`src/rtl/pixy_bus_pkg.sv`:
```
// Shared definitions for the SRAM/peripheral bus arbiter: FSM state encoding,
// owner codes and the wait counter width.
package pixy_bus_pkg;

   localparam int WAIT_W = 4;

   localparam logic OWNER_CPU  = 1'b0;
   localparam logic OWNER_HOST = 1'b1;

   typedef enum logic [2:0] {
      ST_IDLE    = 3'd0,
      ST_ACCESS  = 3'd1,
      ST_GATE    = 3'd2,
      ST_ACK     = 3'd3,
      ST_RELEASE = 3'd4
   } bus_state_e;

   // Request level of whichever side currently owns the bus.
   function automatic logic owner_request(input logic owner, input logic cpu_req,
                                          input logic host_req);
      return (owner == OWNER_HOST) ? host_req : cpu_req;
   endfunction

endpackage

```
`src/rtl/bus_wait_counter.sv`:
```
// Wait-state down-counter: loads on grant, counts down once per MCLK falling edge
// and flags zero so the arbiter knows the access window has elapsed.
module bus_wait_counter
   import pixy_bus_pkg::*;
(
   input  logic              clk,
   input  logic              rst_n,
   input  logic              load,
   input  logic              dec,
   input  logic [WAIT_W-1:0] load_val,
   output logic              zero
);

   logic [WAIT_W-1:0] cnt_q, cnt_d;

   always_comb begin
      cnt_d = cnt_q;
      if (load) begin
         cnt_d = load_val;
      end else if (dec && (cnt_q != '0)) begin
         cnt_d = cnt_q - 1'b1;
      end
   end

   always_ff @(negedge clk or negedge rst_n) begin
      if (!rst_n) begin
         cnt_q <= '0;
      end else begin
         cnt_q <= cnt_d;
      end
   end

   assign zero = (cnt_q == '0);

endmodule

```
`src/rtl/bus_cycle_arbiter.sv`:
```
// Shares the SRAM/peripheral bus between the 68000 and the host loader, sequencing
// select, wait states, acknowledge and release; all state moves on the MCLK falling edge.
module bus_cycle_arbiter
   import pixy_bus_pkg::*;
#(
   parameter int WAIT_CYCLES = 2
)
(
   input  logic MCLK_IN,
   input  logic RUN_IN,
   input  logic CPU_REQ_IN,
   input  logic CPU_RW_IN,
   input  logic STEP_GRANT_IN,
   input  logic HOST_REQ_IN,
   input  logic HOST_RW_IN,
   output logic CPU_DTACK,
   output logic HOST_ACK,
   output logic OWNER,
   output logic MEM_CS,
   output logic MEM_OE,
   output logic MEM_WE
);

   localparam logic [WAIT_W-1:0] WAIT_LOAD = WAIT_W'(WAIT_CYCLES);

   bus_state_e state_q, state_d;
   logic owner_q, owner_d;
   logic rw_q, rw_d;
   logic last_owner_q, last_owner_d;
   logic cpu_dtack_q, cpu_dtack_d;
   logic host_ack_q, host_ack_d;
   logic mem_cs_q, mem_cs_d;
   logic mem_oe_q, mem_oe_d;
   logic mem_we_q, mem_we_d;

   logic cnt_load, cnt_dec, cnt_zero;
   logic grant_owner;
   logic own_req;

   bus_wait_counter u_wait_counter (
      .clk      (MCLK_IN),
      .rst_n    (RUN_IN),
      .load     (cnt_load),
      .dec      (cnt_dec),
      .load_val (WAIT_LOAD),
      .zero     (cnt_zero)
   );

   assign own_req = owner_request(owner_q, CPU_REQ_IN, HOST_REQ_IN);

   always_ff @(negedge MCLK_IN or negedge RUN_IN) begin
      if (!RUN_IN) begin
         state_q      <= ST_IDLE;
         owner_q      <= OWNER_CPU;
         rw_q         <= 1'b0;
         last_owner_q <= OWNER_HOST;
         cpu_dtack_q  <= 1'b0;
         host_ack_q   <= 1'b0;
         mem_cs_q     <= 1'b0;
         mem_oe_q     <= 1'b0;
         mem_we_q     <= 1'b0;
      end else begin
         state_q      <= state_d;
         owner_q      <= owner_d;
         rw_q         <= rw_d;
         last_owner_q <= last_owner_d;
         cpu_dtack_q  <= cpu_dtack_d;
         host_ack_q   <= host_ack_d;
         mem_cs_q     <= mem_cs_d;
         mem_oe_q     <= mem_oe_d;
         mem_we_q     <= mem_we_d;
      end
   end

   // A tie goes to whoever did not own the previous cycle, so neither side starves.
   always_comb begin
      state_d      = state_q;
      owner_d      = owner_q;
      rw_d         = rw_q;
      last_owner_d = last_owner_q;
      cnt_load     = 1'b0;
      cnt_dec      = 1'b0;
      grant_owner  = OWNER_CPU;

      case (state_q)
         ST_IDLE: begin
            if (CPU_REQ_IN || HOST_REQ_IN) begin
               if (CPU_REQ_IN && HOST_REQ_IN) begin
                  grant_owner = ~last_owner_q;
               end else begin
                  grant_owner = HOST_REQ_IN ? OWNER_HOST : OWNER_CPU;
               end
               owner_d  = grant_owner;
               rw_d     = (grant_owner == OWNER_HOST) ? HOST_RW_IN : CPU_RW_IN;
               cnt_load = 1'b1;
               state_d  = ST_ACCESS;
            end
         end
         ST_ACCESS: begin
            if (!own_req) begin
               state_d = ST_RELEASE;
            end else if (cnt_zero) begin
               state_d = ((owner_q == OWNER_CPU) && !STEP_GRANT_IN) ? ST_GATE : ST_ACK;
            end else begin
               cnt_dec = 1'b1;
            end
         end
         ST_GATE: begin
            if (!own_req) begin
               state_d = ST_RELEASE;
            end else if (STEP_GRANT_IN) begin
               state_d = ST_ACK;
            end
         end
         ST_ACK: begin
            if (!own_req) begin
               state_d = ST_RELEASE;
            end
         end
         ST_RELEASE: begin
            last_owner_d = owner_q;
            state_d      = ST_IDLE;
         end
         default: begin
            state_d = ST_IDLE;
         end
      endcase
   end

   // Outputs are decoded from the next state and registered, so strobes change cleanly on the edge.
   always_comb begin
      cpu_dtack_d = 1'b0;
      host_ack_d  = 1'b0;
      mem_cs_d    = 1'b0;
      mem_oe_d    = 1'b0;
      mem_we_d    = 1'b0;

      case (state_d)
         ST_ACCESS: begin
            mem_cs_d = 1'b1;
            mem_oe_d = rw_d;
            mem_we_d = ~rw_d;
         end
         ST_GATE: begin
            mem_cs_d = 1'b1;
            mem_oe_d = rw_d;
         end
         ST_ACK: begin
            mem_cs_d    = 1'b1;
            mem_oe_d    = rw_d;
            cpu_dtack_d = (owner_d == OWNER_CPU);
            host_ack_d  = (owner_d == OWNER_HOST);
         end
         default: begin
            mem_cs_d = 1'b0;
         end
      endcase
   end

   assign CPU_DTACK = cpu_dtack_q;
   assign HOST_ACK  = host_ack_q;
   assign OWNER     = owner_q;
   assign MEM_CS    = mem_cs_q;
   assign MEM_OE    = mem_oe_q;
   assign MEM_WE    = mem_we_q;

endmodule

```
`config.mk`:
```
export PLATFORM = sky130hd
export DESIGN_NAME = bus_cycle_arbiter
export DESIGN_NICKNAME = d
export VERILOG_FILES = /design/src/rtl/pixy_bus_pkg.sv /design/src/rtl/bus_wait_counter.sv /design/src/rtl/bus_cycle_arbiter.sv
export SDC_FILE = /design/constraint.sdc
export NUM_CORES = 1
export LEC_CHECK = 0
export ABC_AREA = 1
export CAP_MARGIN = 20
export CORE_MARGIN = 5
export CORE_UTILIZATION = 50
export DETAILED_ROUTE_END_ITERATION = 10
export PLACE_DENSITY = 0.76
export SLEW_MARGIN = 40
export SYNTH_ARGS = -nofsm -noshare
export SYNTH_HDL_FRONTEND = slang
export SYNTH_HIERARCHICAL = 1
export SYNTH_SLANG_ARGS = --single-unit
```
`constraint.sdc`:
```
create_clock -name MCLK_IN -period 2.3 [get_ports MCLK_IN]
set_input_delay 0.575 -clock MCLK_IN [delete_from_list [all_inputs] [get_ports MCLK_IN]]
set_output_delay 0.575 -clock MCLK_IN [all_outputs]
set_load 0.05 [all_outputs]
```
**After elaboration in Yosys (flattened, before gate mapping)**

Cells that the tools add are included.

- Bits in registers: 15
- Bits of input ports: 7
- Word-level logic and storage cells: 62

- $add $sub $neg: 1
- Equality and inequality tests: 7
- Mux-type cells: 30
- Bitwise operators: 4
- Reductions and logical operators: 10

Operators by type and width:

| kind | count |
|---|---|
| $mux W1 | 21 |
| $mux W3 | 6 |
| $eq A3 B2 Y1 const B | 4 |
| $pmux W3 S4 | 1 |
| $mux W4 | 2 |
| $eq A3 B1 Y1 const B | 2 |
| $logic_not A4 Y1 | 1 |
| $not A1 Y1 | 4 |
| $reduce_bool A4 Y1 | 1 |
| $sub A4 B1 Y4 const B | 1 |
| $eq A3 B3 Y1 const B | 1 |
| $logic_and A1 B1 Y1 | 3 |
| $logic_not A3 Y1 | 1 |
| $reduce_or A3 Y1 | 1 |
| $reduce_bool A2 Y1 | 1 |
| $logic_not A1 Y1 | 1 |
| $logic_or A1 B1 Y1 | 1 |

**Logic depth before layout (Yosys ltp)**

- Depth after elaboration: 9
- Depth in mapped cells: 11
- Depth with buffers taken out: 11

**Modules after synthesis**

Netlist, hierarchy kept.

Modules (own cells, without submodules):

| module | times used | cells each | area an instance (um^2) | seq. area each (um^2) |
|---|---|---|---|---|
| bus_cycle_arbiter | 1 | 72 | 596.8 | 276.5 |
| bus_wait_counter | 1 | 46 | 295.3 | 100.1 |

==> metrics.md <==
| Metric | Value |
|---|---|
| Number of cell rows | `15` |
| DRC violation total after the first TritonRoute iteration | `7` |
| Die span in y | `52.2 microns` |
| Skew final | `0.0558 ns` |
| Arrival @ worst endpoint | `2.05 ns` |
| CTS tree | `built` |
| Final-report setup violation count | `12` |
| Hold EP | `rw_q` |
| Count of input and output buffers | `12` |
| Pwr Density | `1450 mW/mm^2` |
| Largest area contributor in the netlist | `sky130_fd_sc_hd__dfrtn_1` |
| Fin. max-slew vios | `0` |
| Type of the most critical hold path | `reg -> reg` |
| Failing checks | `setup timing` |
| Post-synthesis cell type count | `24` |
| Global placement routability congestion | `0.881` |
| Sequential cell area fraction in the yosys report | `42.2%` |
| IR drop worst, VDD | `1.01 mV` |
| DP HPWL | `1410 microns` |
| Depth of the most critical reg-to-reg path | `11` |
| Relative area change from synthesis to final layout | `49.1%` |
| Via-per-instance ratio | `4.62` |
| Wire per inst | `12.6 microns` |
| Worst reg2reg path startpoint | `u_wait_counter/cnt_q[0]` |
| Crit path max fanout | `2` |
| Main area contributors after synthesis | `sky130_fd_sc_hd__dfrtn_1 39%, sky130_fd_sc_hd__nand2_1 17%, sky130_fd_sc_hd__inv_1 6.7%` |
| RSZ-0062 raised after global routing | `true` |
| Number of top-level design ports | `13` |
| Total via count after detailed routing | `781` |
| Mapped Cells | `118` |
| Placeable core region | `0.00171 sq mm` |
| Status | `finished with violations` |
| Number of global-route vias before repair | `785` |
| Max-cap violation count | `0` |
| Post-Place Worst Slack | `-0.843 ns` |
| Post-Synthesis Cell Area | `892 sq um` |
| Met2 GRT Util | `29.9%` |
| Flops & latches, synth | `15` |
| Fraction of post-synthesis cell area in the top cell type by area | `39.3%` |
| Count of synthesis-stage warnings from yosys | `6` |
| Number of sinks driven by the clock tree | `15` |
| Share of cells above drive strength 1 | `44.4%` |
| Hold_buf cts | `0` |
| Leakage power total | `0.684 nW` |
| Hold path cells | `2` |
| Total gr overflow | `0` |
| WP buf/inv | `1` |
| Final-layout fill cell count | `116` |
| Source-to-sink clock delay at the later pin of the worst-skew pair | `0.34 ns` |
| Met3 routing resource usage after global routing | `2.28%` |
| Register-to-register setup slack | `0.62 ns` |
| DRC violations left | `0` |
| Crit-path slowest cell | `sky130_fd_sc_hd__dfrtn_1` |
| Critical hold path startpoint | `rw_q` |
| Count of nets after finishing | `153` |
| Maximum buffer depth of the clock tree | `2` |
| Wire length of the first global-routing pass | `3530 microns` |
| Filler-free cell count of the finished design | `169` |
| TritonCTS buffer count | `3` |
| Most heavily used metal layer in global routing | `met2` |
| Kind of capture point of the worst setup path | `primary output` |
| Number of nets still failing antenna checks after routing | `0` |
| CP delay by family, top | `flip-flops` |
| CP Data Required Time | `1.73 ns` |
| Initial antenna violation count | `0` |
| Final-layout setup total negative slack | `-1.96 ns` |
| Final setup margin | `-0.324 ns` |
| Clock-pin transition on the worst setup and hold timing paths | `0.06 ns` |
| ANT cells | `0` |
| Post-placement cell count | `163` |
| Die Footprint | `0.00273 sq mm` |
| Met1 track demand over resource | `22.0%` |
| First-pass iteration count of the detailed router | `5` |
| Cell at the root of the clock tree | `sky130_fd_sc_hd__clkbuf_4` |
| Overall routed net length | `2130 microns` |
| Count of final hold-check violations | `0` |
| Maximum level of the CTS H-tree | `1` |
| Cell breakdown of the critical path | `buf_12` |
| Synthesized area divided by synthesized cell count | `7.56 sq um` |
| Initial Utilization | `52.2%` |
| Pin count of the biggest net entering global routing | `13` |
| Width of the die | `52.2 microns` |
| Critical path class | `reg -> out` |
| Delay of the slowest critical-path stage | `0.46 ns` |
| Total track usage | `18.1%` |
| Crit Reg-Reg Endpoint | `MEM_OE` |
| Sort of element at the start of the critical path | `flop` |
==> synthesized netlist by cell type <==
library cell / n
sky130_fd_sc_hd__o22ai_2: 1
sky130_fd_sc_hd__ha_1: 1
sky130_fd_sc_hd__inv_1: 16
sky130_fd_sc_hd__nor2_4: 1
sky130_fd_sc_hd__a31oi_1: 1
sky130_fd_sc_hd__nand4_1: 1
sky130_fd_sc_hd__conb_1: 2
sky130_fd_sc_hd__nor2_8: 1
sky130_fd_sc_hd__nor2_2: 3
sky130_fd_sc_hd__dfrtn_1: 14
sky130_fd_sc_hd__nand3_4: 1
sky130_fd_sc_hd__nand2_1: 40
sky130_fd_sc_hd__o21ai_4: 1
sky130_fd_sc_hd__nor3_1: 2
sky130_fd_sc_hd__nand2_2: 3
sky130_fd_sc_hd__nand2_4: 3
sky130_fd_sc_hd__inv_2: 5
sky130_fd_sc_hd__clkinv_1: 1
sky130_fd_sc_hd__nor2_1: 11
sky130_fd_sc_hd__nand3b_1: 2
sky130_fd_sc_hd__dfstp_2: 1
sky130_fd_sc_hd__nand3_1: 3
sky130_fd_sc_hd__o21ai_0: 3
sky130_fd_sc_hd__a21oi_1: 1
==> where the power goes <==
part	internal, mW	switching [mW]	leakage [nW]
combinational	0.526	0.740	0.474
sequential	0.389	0.110	0.190
clock	0.0696	0.0883	0.0203
total	0.984	0.939	0.684
==> layout make-up <==
cell class / instances / area [sq um] / share of cell area [%]
Clock buffer: 4 / 26.3 / 1.98
Sequential cell: 15 / 377 / 28.3
Clock inverter: 1 / 3.75 / 0.282
Multi-Input combinational cell: 83 / 543 / 40.8
Tap cell: 25 / 31.3 / 2.35
Inverter: 21 / 86.3 / 6.49
Timing Repair Buffer: 20 / 263 / 19.8
==> how the worst max path moves through the flow <==
stage,start,to,slack [ns],depth (start not counted)
floorplan,OWNER,OWNER,-0.14,0
global placement,HOST_REQ_IN,MEM_WE,-0.81,10
detailed placement,HOST_REQ_IN,MEM_WE,-0.84,10
CTS,OWNER,OWNER,-0.33,1
global route,OWNER,OWNER,-0.36,1
finish,OWNER,OWNER,-0.32,1
==> flip-flops by register name, indices dropped and copies added (netlist names) <==
register and cells:
OWNER 1, MEM_CS 1, CPU_DTACK 1, last_owner_q 1, rw_q 1, MEM_OE 1
HOST_ACK 1, MEM_WE 1, u_wait_counter/cnt_q 4, state_q 3
==> kinds of logic (layout without fill, tap and decap cells) <==
logic type | after synthesis | in the layout | share of synthesized area [%]
flip-flops | 15 | 15 | 42.2
other | 2 | 4 | 0.842
buffers and inverters | 22 | 46 | 9.26
AND/OR/NAND/NOR | 71 | 71 | 40.1
AO/OA/AOI/OAI | 7 | 7 | 6.17
adder cells (fa/ha/maj) | 1 | 1 | 1.40
==> through the flow <==
step                      utilization [%]  area [sq um]  power (mW)  hold slack (ns)
after global placement               70.8          1210        1.56            0.450
after floorplan                         -           941        1.25            0.438
after detailed placement             70.8          1210        1.59            0.460
final                                77.9          1330        1.92            0.478
after CTS                            74.5          1270        1.81            0.461
after global routing                 77.9          1330        2.09            0.499
==> worst min-delay path: stages, from the launching register on <==
cell and delay [ns]:
sky130_fd_sc_hd__dfrtn_1 0.41, sky130_fd_sc_hd__nand2_2 0.07, sky130_fd_sc_hd__o21ai_4 0.08
==> layout by cell type, fill, tap and decap left out <==
cell type and instances:
sky130_fd_sc_hd__nor2_1 6, sky130_fd_sc_hd__a21oi_1 1, sky130_fd_sc_hd__dfrtn_1 14, sky130_fd_sc_hd__ha_1 1, sky130_fd_sc_hd__dfstp_2 1, sky130_fd_sc_hd__buf_8 2, sky130_fd_sc_hd__clkinv_1 1, sky130_fd_sc_hd__a31oi_1 1
sky130_fd_sc_hd__inv_1 12, sky130_fd_sc_hd__nor2_2 4, sky130_fd_sc_hd__buf_12 7, sky130_fd_sc_hd__nand2_4 6, sky130_fd_sc_hd__o21ai_4 1, sky130_fd_sc_hd__nand3b_1 2, sky130_fd_sc_hd__buf_6 1, sky130_fd_sc_hd__o21ai_2 1
sky130_fd_sc_hd__dlymetal6s2s_1 1, sky130_fd_sc_hd__nand3_2 3, sky130_fd_sc_hd__inv_2 6, sky130_fd_sc_hd__dlygate4sd2_1 1, sky130_fd_sc_hd__o22ai_2 1, sky130_fd_sc_hd__nor2_8 1, sky130_fd_sc_hd__buf_2 1, sky130_fd_sc_hd__nor3_4 1
sky130_fd_sc_hd__o21ai_0 2, sky130_fd_sc_hd__inv_4 3, sky130_fd_sc_hd__nand2_2 10, sky130_fd_sc_hd__clkbuf_4 3, sky130_fd_sc_hd__nor3_1 1, sky130_fd_sc_hd__nand3_4 1, sky130_fd_sc_hd__conb_1 4, sky130_fd_sc_hd__buf_4 6
sky130_fd_sc_hd__clkbuf_1 1, sky130_fd_sc_hd__nand2_1 30, sky130_fd_sc_hd__nand4_1 1, sky130_fd_sc_hd__nor2_4 5, sky130_fd_sc_hd__clkdlybuf4s50_1 1
==> per-layer routing <==
| layer | up-vias | share of wire, % |
|---|---|---|
| met1 | 365 | 43 |
| li1 | 402 | - |
| met3 | 4 | 2.3 |
| met2 | 10 | 53 |
| met5 | - | 0 |
| met4 | 0 | 1.9 |
==> what timing repair did <==
action,4_1_cts,5_1_grt
buffers inserted,1,1
resized for setup,29,17
pin swaps,15,13
endpoints found under the setup margin,20,16
hold endpoints to repair,0,0
(Power assumes the default switching activity.)
